<file path="src/rtl/fetch_pc_unit.sv">
// Instruction-fetch PC stage.
// Owns the PC, issues req/ack reads to instruction memory, buffers one
// fetched word toward decode with a one-entry skid for decode stalls, and
// applies branch/jump redirects while squashing in-flight fetches.
//
// state    | meaning
// ---------+-----------------------------------------------------------
// ST_IDLE  | out of reset, no request outstanding; first request next
// ST_FETCH | request outstanding at imem_addr (== pc), waiting for ack
// ST_HOLD  | word parked in skid, decode stalled, no request outstanding
// ST_DRAIN | squashed request still outstanding; its data is discarded
module fetch_pc_unit #(
  parameter logic [31:0] RESET_PC = 32'h0000_0000
) (
  input  logic        clk,
  input  logic        rst_n,
  input  logic        br_taken,
  input  logic [31:0] br_pc4,
  input  logic [31:0] br_offset_sh,
  input  logic        jmp,
  input  logic [25:0] jmp_index,
  input  logic        stall,
  output logic        imem_req,
  output logic [31:0] imem_addr,
  input  logic        imem_ack,
  input  logic [31:0] imem_rdata,
  output logic        if_valid,
  output logic [31:0] if_instr,
  output logic [31:0] if_pc4
);

  typedef enum logic [1:0] {
    ST_IDLE  = 2'd0,
    ST_FETCH = 2'd1,
    ST_HOLD  = 2'd2,
    ST_DRAIN = 2'd3
  } state_t;

  state_t      state_q, state_d;
  logic [31:0] pc_q, pc_d;
  logic        imem_req_q, imem_req_d;
  logic [31:0] imem_addr_q, imem_addr_d;
  logic        if_valid_q, if_valid_d;
  logic [31:0] if_instr_q, if_instr_d;
  logic [31:0] if_pc4_q, if_pc4_d;
  logic        skid_valid_q, skid_valid_d;
  logic [31:0] skid_instr_q, skid_instr_d;
  logic [31:0] skid_pc4_q, skid_pc4_d;

  logic        redirect;
  logic [31:0] br_tgt;
  logic [31:0] jmp_tgt;
  logic [31:0] redir_tgt;
  logic        ack_vld;
  logic        slot_free;
  logic [31:0] pc_inc;

  // Redirect target selection; jump wins over a simultaneous branch.
  always_comb begin
    redirect  = jmp | br_taken;
    br_tgt    = br_pc4 + br_offset_sh;
    jmp_tgt   = {br_pc4[31:28], jmp_index, 2'b00};
    redir_tgt = jmp ? jmp_tgt : br_tgt;
    // An ack without an outstanding request (e.g. after reset) is stray.
    ack_vld   = imem_ack & imem_req_q;
    // The output slot can take a new word if empty or consumed this edge.
    slot_free = ~if_valid_q | ~stall;
    pc_inc    = pc_q + 32'd4;
  end

  // Next-state and next-output computation for the fetch FSM.
  always_comb begin
    state_d      = state_q;
    pc_d         = pc_q;
    imem_req_d   = imem_req_q;
    imem_addr_d  = imem_addr_q;
    if_valid_d   = if_valid_q;
    if_instr_d   = if_instr_q;
    if_pc4_d     = if_pc4_q;
    skid_valid_d = skid_valid_q;
    skid_instr_d = skid_instr_q;
    skid_pc4_d   = skid_pc4_q;

    // Decode takes the current word at this edge.
    if (if_valid_q && !stall) begin
      if_valid_d = 1'b0;
    end

    // A redirect kills whatever is buffered, in every state.
    if (redirect) begin
      if_valid_d   = 1'b0;
      skid_valid_d = 1'b0;
    end

    case (state_q)
      ST_IDLE: begin
        state_d    = ST_FETCH;
        imem_req_d = 1'b1;
        if (redirect) begin
          pc_d        = redir_tgt;
          imem_addr_d = redir_tgt;
        end else begin
          imem_addr_d = pc_q;
        end
      end

      ST_FETCH: begin
        if (redirect) begin
          pc_d = redir_tgt;
          if (ack_vld) begin
            // Returning word belongs to the old path; start the target now.
            state_d     = ST_FETCH;
            imem_req_d  = 1'b1;
            imem_addr_d = redir_tgt;
          end else begin
            // Request must stay stable until its ack, so wait it out.
            state_d = ST_DRAIN;
          end
        end else if (ack_vld) begin
          pc_d = pc_inc;
          if (slot_free) begin
            if_valid_d  = 1'b1;
            if_instr_d  = imem_rdata;
            if_pc4_d    = imem_addr_q + 32'd4;
            imem_req_d  = 1'b1;
            imem_addr_d = pc_inc;
          end else begin
            skid_valid_d = 1'b1;
            skid_instr_d = imem_rdata;
            skid_pc4_d   = imem_addr_q + 32'd4;
            imem_req_d   = 1'b0;
            state_d      = ST_HOLD;
          end
        end
      end

      ST_HOLD: begin
        if (redirect) begin
          pc_d        = redir_tgt;
          imem_req_d  = 1'b1;
          imem_addr_d = redir_tgt;
          state_d     = ST_FETCH;
        end else if (!stall) begin
          // Current output is consumed this edge; promote the skid word.
          if_valid_d   = 1'b1;
          if_instr_d   = skid_instr_q;
          if_pc4_d     = skid_pc4_q;
          skid_valid_d = 1'b0;
          imem_req_d   = 1'b1;
          imem_addr_d  = pc_q;
          state_d      = ST_FETCH;
        end
      end

      ST_DRAIN: begin
        if (ack_vld) begin
          // Old request retired; a redirect landing on the same edge
          // supplies the newest target directly.
          pc_d        = redirect ? redir_tgt : pc_q;
          imem_req_d  = 1'b1;
          imem_addr_d = redirect ? redir_tgt : pc_q;
          state_d     = ST_FETCH;
        end else if (redirect) begin
          pc_d = redir_tgt;
        end
      end

      default: begin
        state_d    = ST_IDLE;
        imem_req_d = 1'b0;
      end
    endcase
  end

  // State and registered outputs, asynchronously cleared.
  always_ff @(posedge clk or negedge rst_n) begin
    if (!rst_n) begin
      state_q      <= ST_IDLE;
      pc_q         <= RESET_PC;
      imem_req_q   <= 1'b0;
      imem_addr_q  <= 32'h0;
      if_valid_q   <= 1'b0;
      if_instr_q   <= 32'h0;
      if_pc4_q     <= 32'h0;
      skid_valid_q <= 1'b0;
      skid_instr_q <= 32'h0;
      skid_pc4_q   <= 32'h0;
    end else begin
      state_q      <= state_d;
      pc_q         <= pc_d;
      imem_req_q   <= imem_req_d;
      imem_addr_q  <= imem_addr_d;
      if_valid_q   <= if_valid_d;
      if_instr_q   <= if_instr_d;
      if_pc4_q     <= if_pc4_d;
      skid_valid_q <= skid_valid_d;
      skid_instr_q <= skid_instr_d;
      skid_pc4_q   <= skid_pc4_d;
    end
  end

  assign imem_req  = imem_req_q;
  assign imem_addr = imem_addr_q;
  assign if_valid  = if_valid_q;
  assign if_instr  = if_instr_q;
  assign if_pc4    = if_pc4_q;

endmodule

</file>
<file path="config.mk">
export PLATFORM = sky130hd
export DESIGN_NAME = fetch_pc_unit
export DESIGN_NICKNAME = d
export VERILOG_FILES = /design/src/rtl/fetch_pc_unit.sv
export SDC_FILE = /design/constraint.sdc
export NUM_CORES = 1
export LEC_CHECK = 0
export CAP_MARGIN = 20
export CORE_ASPECT_RATIO = 2
export CORE_MARGIN = 2
export CORE_UTILIZATION = 45
export DETAILED_ROUTE_END_ITERATION = 8
export MAX_ROUTING_LAYER = met4
export PLACE_DENSITY = 0.71
export SYNTH_ARGS = -nofsm -noshare
export SYNTH_HDL_FRONTEND = slang
export SYNTH_SLANG_ARGS = --single-unit
</file>
<file path="constraint.sdc">
create_clock -name clk -period 6.5 [get_ports clk]
set_clock_uncertainty 0.05 [all_clocks]
set_input_delay 0.975 -clock clk [delete_from_list [all_inputs] [get_ports clk]]
set_output_delay 0.975 -clock clk [all_outputs]
set_load 0.1 [all_outputs]
</file>
# ---- Word level (Yosys, flattened, before mapping)
# Cells that the tools add are included.
dict set report classes {
  add_sub_neg 3
  n_eq_ne 13
  reduce_logical 10
  bitwise_logic 7
  n_mux 48
}
# op n
set op_table {}
lappend op_table {{32-bit two-way mux} 21}
lappend op_table {{32-bit case mux with 2 select lines} 3}
lappend op_table {{32-bit case mux with 4 select lines} 1}
lappend op_table {{32-bit by 3-bit adder with 32-bit output (second input constant)} 2}
lappend op_table {{32-bit adder} 1}
lappend op_table {{2-bit two-way mux} 7}
lappend op_table {{1-bit two-way mux} 13}
lappend op_table {{2-bit inequality test (second input constant)} 6}
lappend op_table {{3-bit inequality test (second input constant)} 4}
lappend op_table {{4-bit AND reduction} 3}
lappend op_table {{2-bit case mux with 4 select lines} 1}
lappend op_table {{6-bit AND reduction} 1}
lappend op_table {{2-bit equality test (second input constant)} 2}
lappend op_table {{1-bit NOT} 4}
lappend op_table {{1-bit case mux with 4 select lines} 1}
lappend op_table {{3-bit OR reduction} 1}
lappend op_table {{2-bit by 1-bit equality test with 1-bit output (second input constant)} 1}
lappend op_table {{2-bit logical NOT} 1}
lappend op_table {{1-bit OR} 2}
lappend op_table {{1-bit case mux with 2 select lines} 1}
lappend op_table {{2-bit AND reduction} 1}
lappend op_table {{2-bit nonzero test} 1}
lappend op_table {{1-bit AND} 1}
lappend op_table {{1-bit logical AND} 1}
lappend op_table {{1-bit logical NOT} 1}
dict set report word_totals {
  elab_cells 90
  output_inout_bits 98
  in_bits 128
  regBits 196
}

# ---- Depth between registers and ports, before layout
dict set report logic_depth {
  word_depth 8
  mapped_depth 11
  ltp_nobuf 11
}

# ---- Worst setup path before layout
# No wires, ideal clock.
dict set report synth_path {
  path_type {input port to flip-flop}
  from {in br_pc4[0]}
  to {reg imem_addr_q[26] (netlist: imem_addr[26])}
  setup_ns 0.070
  t_required_ns 6.380
  stages 11
  path_slack_ns 3.238
  arrival_ns 3.143
  path_buffers 0
  path_cell_list {ha_1 -> inv_1 -> fa_1 -> nor2b_1 -> o2111ai_1 -> a31oi_1 -> a21boi_1 -> o21a_1 -> or4_1 -> nand3_1 -> mux2_2}
}
dict set report synth_via {
  elab_chain_len 5
  elab_cells_between_ends 8
  cone_classes {1 x add/sub; 7 x mux}
}
# item line
set synth_rtl {}
lappend synth_rtl {{start: declaration} 18} ;# input logic [31:0] br_pc4,
lappend synth_rtl {{32-bit adder (*)} 61} ;# br_tgt = br_pc4 + br_offset_sh;
lappend synth_rtl {{32-bit two-way mux (*)} 63} ;# redir_tgt = jmp ? jmp_tgt : br_tgt;
lappend synth_rtl {{32-bit two-way mux, on equally long branches} n/a}
lappend synth_rtl {{32-bit two-way mux, on equally long branches} {156, 108}}
lappend synth_rtl {{32-bit case mux with 4 select lines (*)} 95} ;# case (state_q)
lappend synth_rtl {{end signal: assignment} 192} ;# imem_addr_q <= imem_addr_d;
lappend synth_rtl {{end: declaration} 42} ;# logic [31:0] imem_addr_q, imem_addr_d;
# Mark *: on every way between the ends. The rest lies on a longest branch, timed or not. The select of a mux whose other input is x is not followed.
# A chain may end at the register's enable or synchronous reset.

# ---- Worst setup path in the final report
dict set report layout_path {
  from {in br_taken}
  to {reg imem_addr_q[29] (netlist: imem_addr[29])}
}
dict set report layout_via {
  elab_chain_len 4
  elab_cells_between_ends 9
  cone_classes {2 x eq/ne; 5 x mux; 1 x bitwise; 1 x reduce/logical}
}
# item line
set layout_rtl {}
lappend layout_rtl {{start: declaration} 17} ;# input logic br_taken,
lappend layout_rtl {{1-bit OR (*)} 60} ;# redirect = jmp | br_taken;
lappend layout_rtl {{32-bit two-way mux} n/a}
lappend layout_rtl {{32-bit two-way mux} 156} ;# if (ack_vld) begin
lappend layout_rtl {{32-bit case mux with 4 select lines} 95}
# Marked as above.

==> metrics.md <==
| Metric | Value |
|---|---|
| Worst Path Class, Setup | `primary input to flip-flop` |
| Synthesized flop and latch total | `196` |
| Routed WL | `31700 um` |
| Met2 capacity usage during global routing | `0.441` |
| Comb power frac | `0.196` |
| Status | `finished, final reports clean` |
| Syn Area/Cell | `9.10 sq um` |
| Share of cells above drive strength 1 | `0.0837` |
| Total track usage | `0.245` |
| Sequential share of power | `0.455` |
| Die width | `117 um` |
| Worst Path Max Fanout | `47` |
| Post-CTS resize count | `0` |
| Clock Pin Slew Worst Setup and Hold Paths | `60 ps` |
| Max Clk Rate | `266 MHz` |
| Tmin final | `3760 ps` |
| Die Ht | `230 um` |
| GR Overflow Total | `0` |
| Pin count of the biggest net entering global routing | `124` |
| Number of cells on the worst hold path | `2` |
| CTS Root Buffer Type | `clkbuf_16` |
| Switching share of total power | `0.291` |
| First-pass GRT wire length | `50000 um` |
| TritonCTS clock tree | `built` |
| Post-Syn Instances | `1261` |
| Remaining DRCs | `0` |
| Reg2Reg Launch Point | `state_q[1]` |
| CP startpoint | `br_taken` |
| Synth unique cells | `71` |
| HP Class | `flip-flop to flip-flop` |
| Slew headroom | `0.275` |
| Netlist Area Pre-Place | `0.0115 sq mm` |
| PortBufs | `225` |
| Area growth, synth to finish | `26.7%` |
| Setup slack, reg-to-reg | `3340 ps` |
| Number of synthesized flops with an enable pin | `0` |
| Initial DRC count | `471` |
| Die area | `0.0269 sq mm` |
| R2R depth | `10` |
| Worst flop-to-flop path endpoint | `imem_addr[29]` |
| Number of global-route vias before repair | `9880` |
| Hold EP | `if_pc4[9]` |
| Sequential share of the synthesized area | `0.427` |
| DR vias | `9945` |
| Hold Crit Start | `if_pc4[9]` |
| CTS max path bufs | `2` |
| Placed cell area | `0.0140 sq mm` |
| Synth warn | `0` |
| Cts hold-fix bufs | `0` |
| GPL Wtd Cong | `0.973` |
| Fin area | `0.0146 sq mm` |
| Row Count | `82` |
| Met1 Use GR | `0.257` |
| RSZ-0062 raised after global routing | `no` |
| Ys flop type | `dfrtp_1` |
| Top Usage Layer GRT | `met2` |
| DRT antenna net count | `0` |
| H-tree depth | `4` |
| Nets | `1611` |
| # diodes | `0` |
| Final setup viols | `0` |
| WP data arrival | `4080 ps` |
| DR WL/cell | `17.7 um` |
| Io pins | `226` |
| Leakage | `6.31 nW` |
| CTS buffer count | `17` |
| Worst vdd ir | `0.000202 V` |
| Post-detail-place hpwl | `24000 um` |
| Sw Pwr | `0.000827 W` |
| Initial Utilization | `0.459` |
| Tcrit/Tclk final | `0.579` |
| Area contributors post-synth | `dfrtp_1, mux2_2, nand2_1` |
| Max stage delay on crit path | `800 ps` |
| Ys async rst share | `1.00` |
| Clock share of power | `0.349` |
| Clk_lat worst skew | `440 ps` |
| Setup tns final | `0 ps` |
| Critical path, cell by cell | `clkdlybuf4s50_1, buf_4, inv_1, nand2_1, o32a_1, o21a_1, nand3_1, mux2_2, nand3_2` |
| Dominant cell type by area after synthesis | `dfrtp_1` |
| Worst path slowest cell | `o21a_1` |
| Core Region | `0.0250 sq mm` |
| Top cell type's share of synthesized area | `0.427` |
| First-pass detailed-route iteration total | `5` |
| Most frequent cell after synthesis | `dfrtp_1` |
| Vias per inst | `5.55` |
| Clk sink count | `196` |
| Initial antenna violation count | `0` |
| Pint | `0.00202 W` |
| Final Max Slew Viols | `0` |
| Synth top cells by count | `dfrtp_1, nand2_1, o21ai_0` |
| Syn nets | `1426` |
| WP data required | `6820 ps` |
| Crit path launch type | `primary input` |
| Crit. End Element | `flip-flop` |
| Maxcap violations | `0` |
| Global Route met3 Usage | `0.0327` |
| Post-CTS setup buffer count | `0` |
| Power Dens Cells | `196 mW/mm^2` |
| Worst Tran Pin Value | `1080 ps` |
| Final hold vios | `0` |
==> metrics by stage <==
| stage | setup slack, ps | total power [W] | utilization | hold slack (ps) | instances |
|---|---|---|---|---|---|
| after floorplan | 3240 | 0.00165 | - | 420 | 1261 |
| after global placement | 2340 | 0.00187 | 0.558 | 411 | 1762 |
| after detailed placement | 2280 | 0.00187 | 0.558 | 419 | 1762 |
| after CTS | 2740 | 0.00287 | 0.580 | 434 | 1792 |
| after global routing | 2480 | 0.00297 | 0.581 | 454 | 1793 |
| final | 2740 | 0.00285 | 0.581 | 426 | 1793 |
==> power by group through the flow <==
stage,Clock (W),Sequential (W),Combinational [W]
after floorplan,0,0.00140,0.000257
after global placement,0,0.00132,0.000552
after detailed placement,0,0.00132,0.000556
after CTS,0.00102,0.00129,0.000559
after global routing,0.00106,0.00130,0.000605
final,0.000995,0.00130,0.000558
==> how the worst max path moves through the flow <==
stage | depth (start not counted) | end | slack [ps]
2_1_floorplan | 11 | imem_addr[26] | 3240
3_3_place_gp | 12 | imem_addr[26] | 2340
3_5_place_dp | 12 | imem_addr[26] | 2280
4_1_cts | 7 | skid_instr_q[28] | 2740
5_1_grt | 12 | pc_q[22] | 2480
6_report | 9 | imem_addr[29] | 2740
==> critical path: cells and delay by family <==
kind / cells / cell delay (ps)
buf+inv: 3 / 1120
compound gates: 2 / 1120
simple gates: 3 / 550
mux: 1 / 300
==> logic make-up (layout without fill, tap and decap cells) <==
| group | count (synthesis) | count (layout) | synth area share |
|---|---|---|---|
| AO/OA/AOI/OAI | 327 | 327 | 0.173 |
| AND/OR/NAND/NOR | 420 | 420 | 0.168 |
| adder cells (fa/ha/maj) | 37 | 37 | 0.0410 |
| buffers and inverters | 101 | 297 | 0.0345 |
| flip-flops | 196 | 196 | 0.427 |
| XOR/XNOR | 72 | 72 | 0.0549 |
| multiplexers | 108 | 108 | 0.101 |
==> cell usage in the layout (no fill, tap or decap), drive strengths merged, types with 4 or more instances in the layout <==
cell	instances
mux2	61
nor2b	8
a211o	5
nor2	107
nand2b	7
o22ai	5
clkbuf	22
nand4	26
a21oi	97
a21o	18
nand2	172
nor3	13
ha	36
and4	7
xor2	34
mux2i	47
a41oi	4
xnor2	38
o211ai	8
inv	31
o21ai	114
buf	11
a22oi	5
dfrtp	196
clkinv	6
a211oi	19
or3	4
and2	7
o31ai	5
o21a	9
clkdlybuf4s50	224
a31oi	8
and3	18
nand3	43
==> per-layer routing <==
metal / share of wire / routed length, um / up-vias
met5: 0 / 0 / -
met3: 0.031 / 997 / 70
met1: 0.37 / 11800 / 4773
met2: 0.55 / 17400 / 258
met4: 0.047 / 1470 / 0
li1: - / - / 4844
==> layout make-up <==
class	instances	area (sq um)
fill	2290	10500
clock buffer	21	460
sequential	196	4900
multi-input combinational	964	6210
tap	336	420
inverter	31	116
clock inverter	9	82.6
timing repair buffer	236	2360
==> sequential cells by signal, summed over array words and instances (netlist names) <==
register / count
skid_instr_q: 32
skid_pc4_q: 32
if_pc4: 32
if_instr: 32
imem_req: 1
pc_q: 32
if_valid: 1
state_q: 2
imem_addr: 32
Note: power is estimated with default switching activity, not from simulation.
==> edit (same settings) <==
The 4 states of `state_t` get a Gray code encoding in 2 bits.
--- a/src/rtl/fetch_pc_unit.sv
+++ b/src/rtl/fetch_pc_unit.sv
@@ -32,6 +32,6 @@
   typedef enum logic [1:0] {
-    ST_IDLE  = 2'd0,
-    ST_FETCH = 2'd1,
-    ST_HOLD  = 2'd2,
-    ST_DRAIN = 2'd3
+    ST_IDLE  = 2'b00,
+    ST_FETCH = 2'b01,
+    ST_HOLD  = 2'b11,
+    ST_DRAIN = 2'b10
   } state_t;
Function: no difference found for any inputs over 4 cycles, from zero or initial values and one cycle with rst_n low; so few cycles prove little.
==> edit against the original RTL <==
- sequential cell count did not move
- worst setup slack lost 0.23 ns
- first-iteration DRC count increased by 66%
- final area shrank 0.49%
- synthesized area decreased by 1.8%
- fmax decreased by 5.8%
- wire length fell by 3.9%
- count of clock-buffer cells in the layout decreased by 3
- critical path type unchanged
Power is not compared: it rests on default switching activity, and its combinational part moved more than twofold at a synthesized area within 25%.
==> edit: results (changes against the original RTL) <==
[layout]
stdcell_count=1756  ; was 1793
nNetsFinal=1572  ; was 1611

[worst_setup_path]
worst-r2r-cell-count=11  ; was 10
ff2ff_setup_slack_ns=3.27  ; was 3.34 ns
crit_end=imem_addr[8]$_DFFE_PN0P_  ; was imem_addr[29]$_DFFE_PN0P_
cp_max_fo=42  ; was 47
regToRegEndpoint=pc_q[27]$_DFFE_PN0P_  ; was imem_addr[29]$_DFFE_PN0P_
cp.arrival_ns=4.26  ; was 4.08 ns

[min_path]
holdCritStartpoint=if_pc4[8]$_DFFE_PN0P_  ; was if_pc4[9]$_DFFE_PN0P_
hold_end=if_pc4[8]$_DFFE_PN0P_  ; was if_pc4[9]$_DFFE_PN0P_

[yosys]
synth_nets=1378  ; was 1426
synth.area.top_cells=dfrtp_1 43%, mux2_2 7.3%, nand2_1 5.5%, o21ai_0 4.8%, mux2i_1 4.6%  ; was dfrtp_1 43%, mux2_2 6.0%, nand2_1 5.6%, o21ai_0 4.8%, a21oi_1 4.2%
seq_area_frac_synth_pct=43.5  ; was 42.7%
synth.distinct_cells=59  ; was 71

[timing]
holdWs_ns=0.431  ; was 0.426 ns
tightest_slew_ns=1.07  ; was 1.08 ns

[detailed_routing]
wl_um=30400  ; was 31700 um
vias=9763  ; was 9945
drt-initial-drc-count=781  ; was 471

[grt]
grtUsageTotal_pct=24.0  ; was 24.5%
grt_util_met1_pct=29.1  ; was 25.7%
grt_pass1_wl_um=49200  ; was 50000 um
grt_start_max_net_pins=129  ; was 124
gr-usage-met3_pct=5.26  ; was 3.27%
grt_pass1_vias=9702  ; was 9880
met2_usage_pct=39.8  ; was 44.1%

[run_status]
outcome=complete, no violations  ; unchanged

[place]
post-place-cells=1722  ; was 1762
place_ws_ns=2.15  ; was 2.28 ns

[edit: changes by cell type in the layout (fill, tap and decap cells not counted), moves of 6 or more]
| cell | change |
|---|---|
| mux2_2 | +12 |
| o21a_1 | -7 |
| inv_1 | -10 |
| nand2_1 | -7 |
| a31oi_1 | +14 |
| nand4_1 | -8 |
| nand2b_1 | +6 |
| nor2b_1 | -6 |
| nand3_1 | -11 |
| a211oi_1 | -8 |
[edit: layout make-up]
class	instances	area (um2)
multi-input combinational	934	6080
clock inverter	14	188
sequential	196	4900
inverter	21	78.8
clock buffer	18	439
tap	336	420
timing repair buffer	237	2370
fill	2241	10300
[edit: logic make-up (layout without fill, tap and decap cells)]
family                     Yosys count  after routing  share of synthesized area (%)
AOI/OAI and AO/OA                  297            297                           15.4
xor gates and xnor gates            76             76                           5.90
adders and majority gates           37             37                           4.17
buffers and inverters               83            290                           2.91
DFF                                196            196                           43.5
muxes                              125            125                           11.9
and+or+nand+nor                    399            399                           16.2
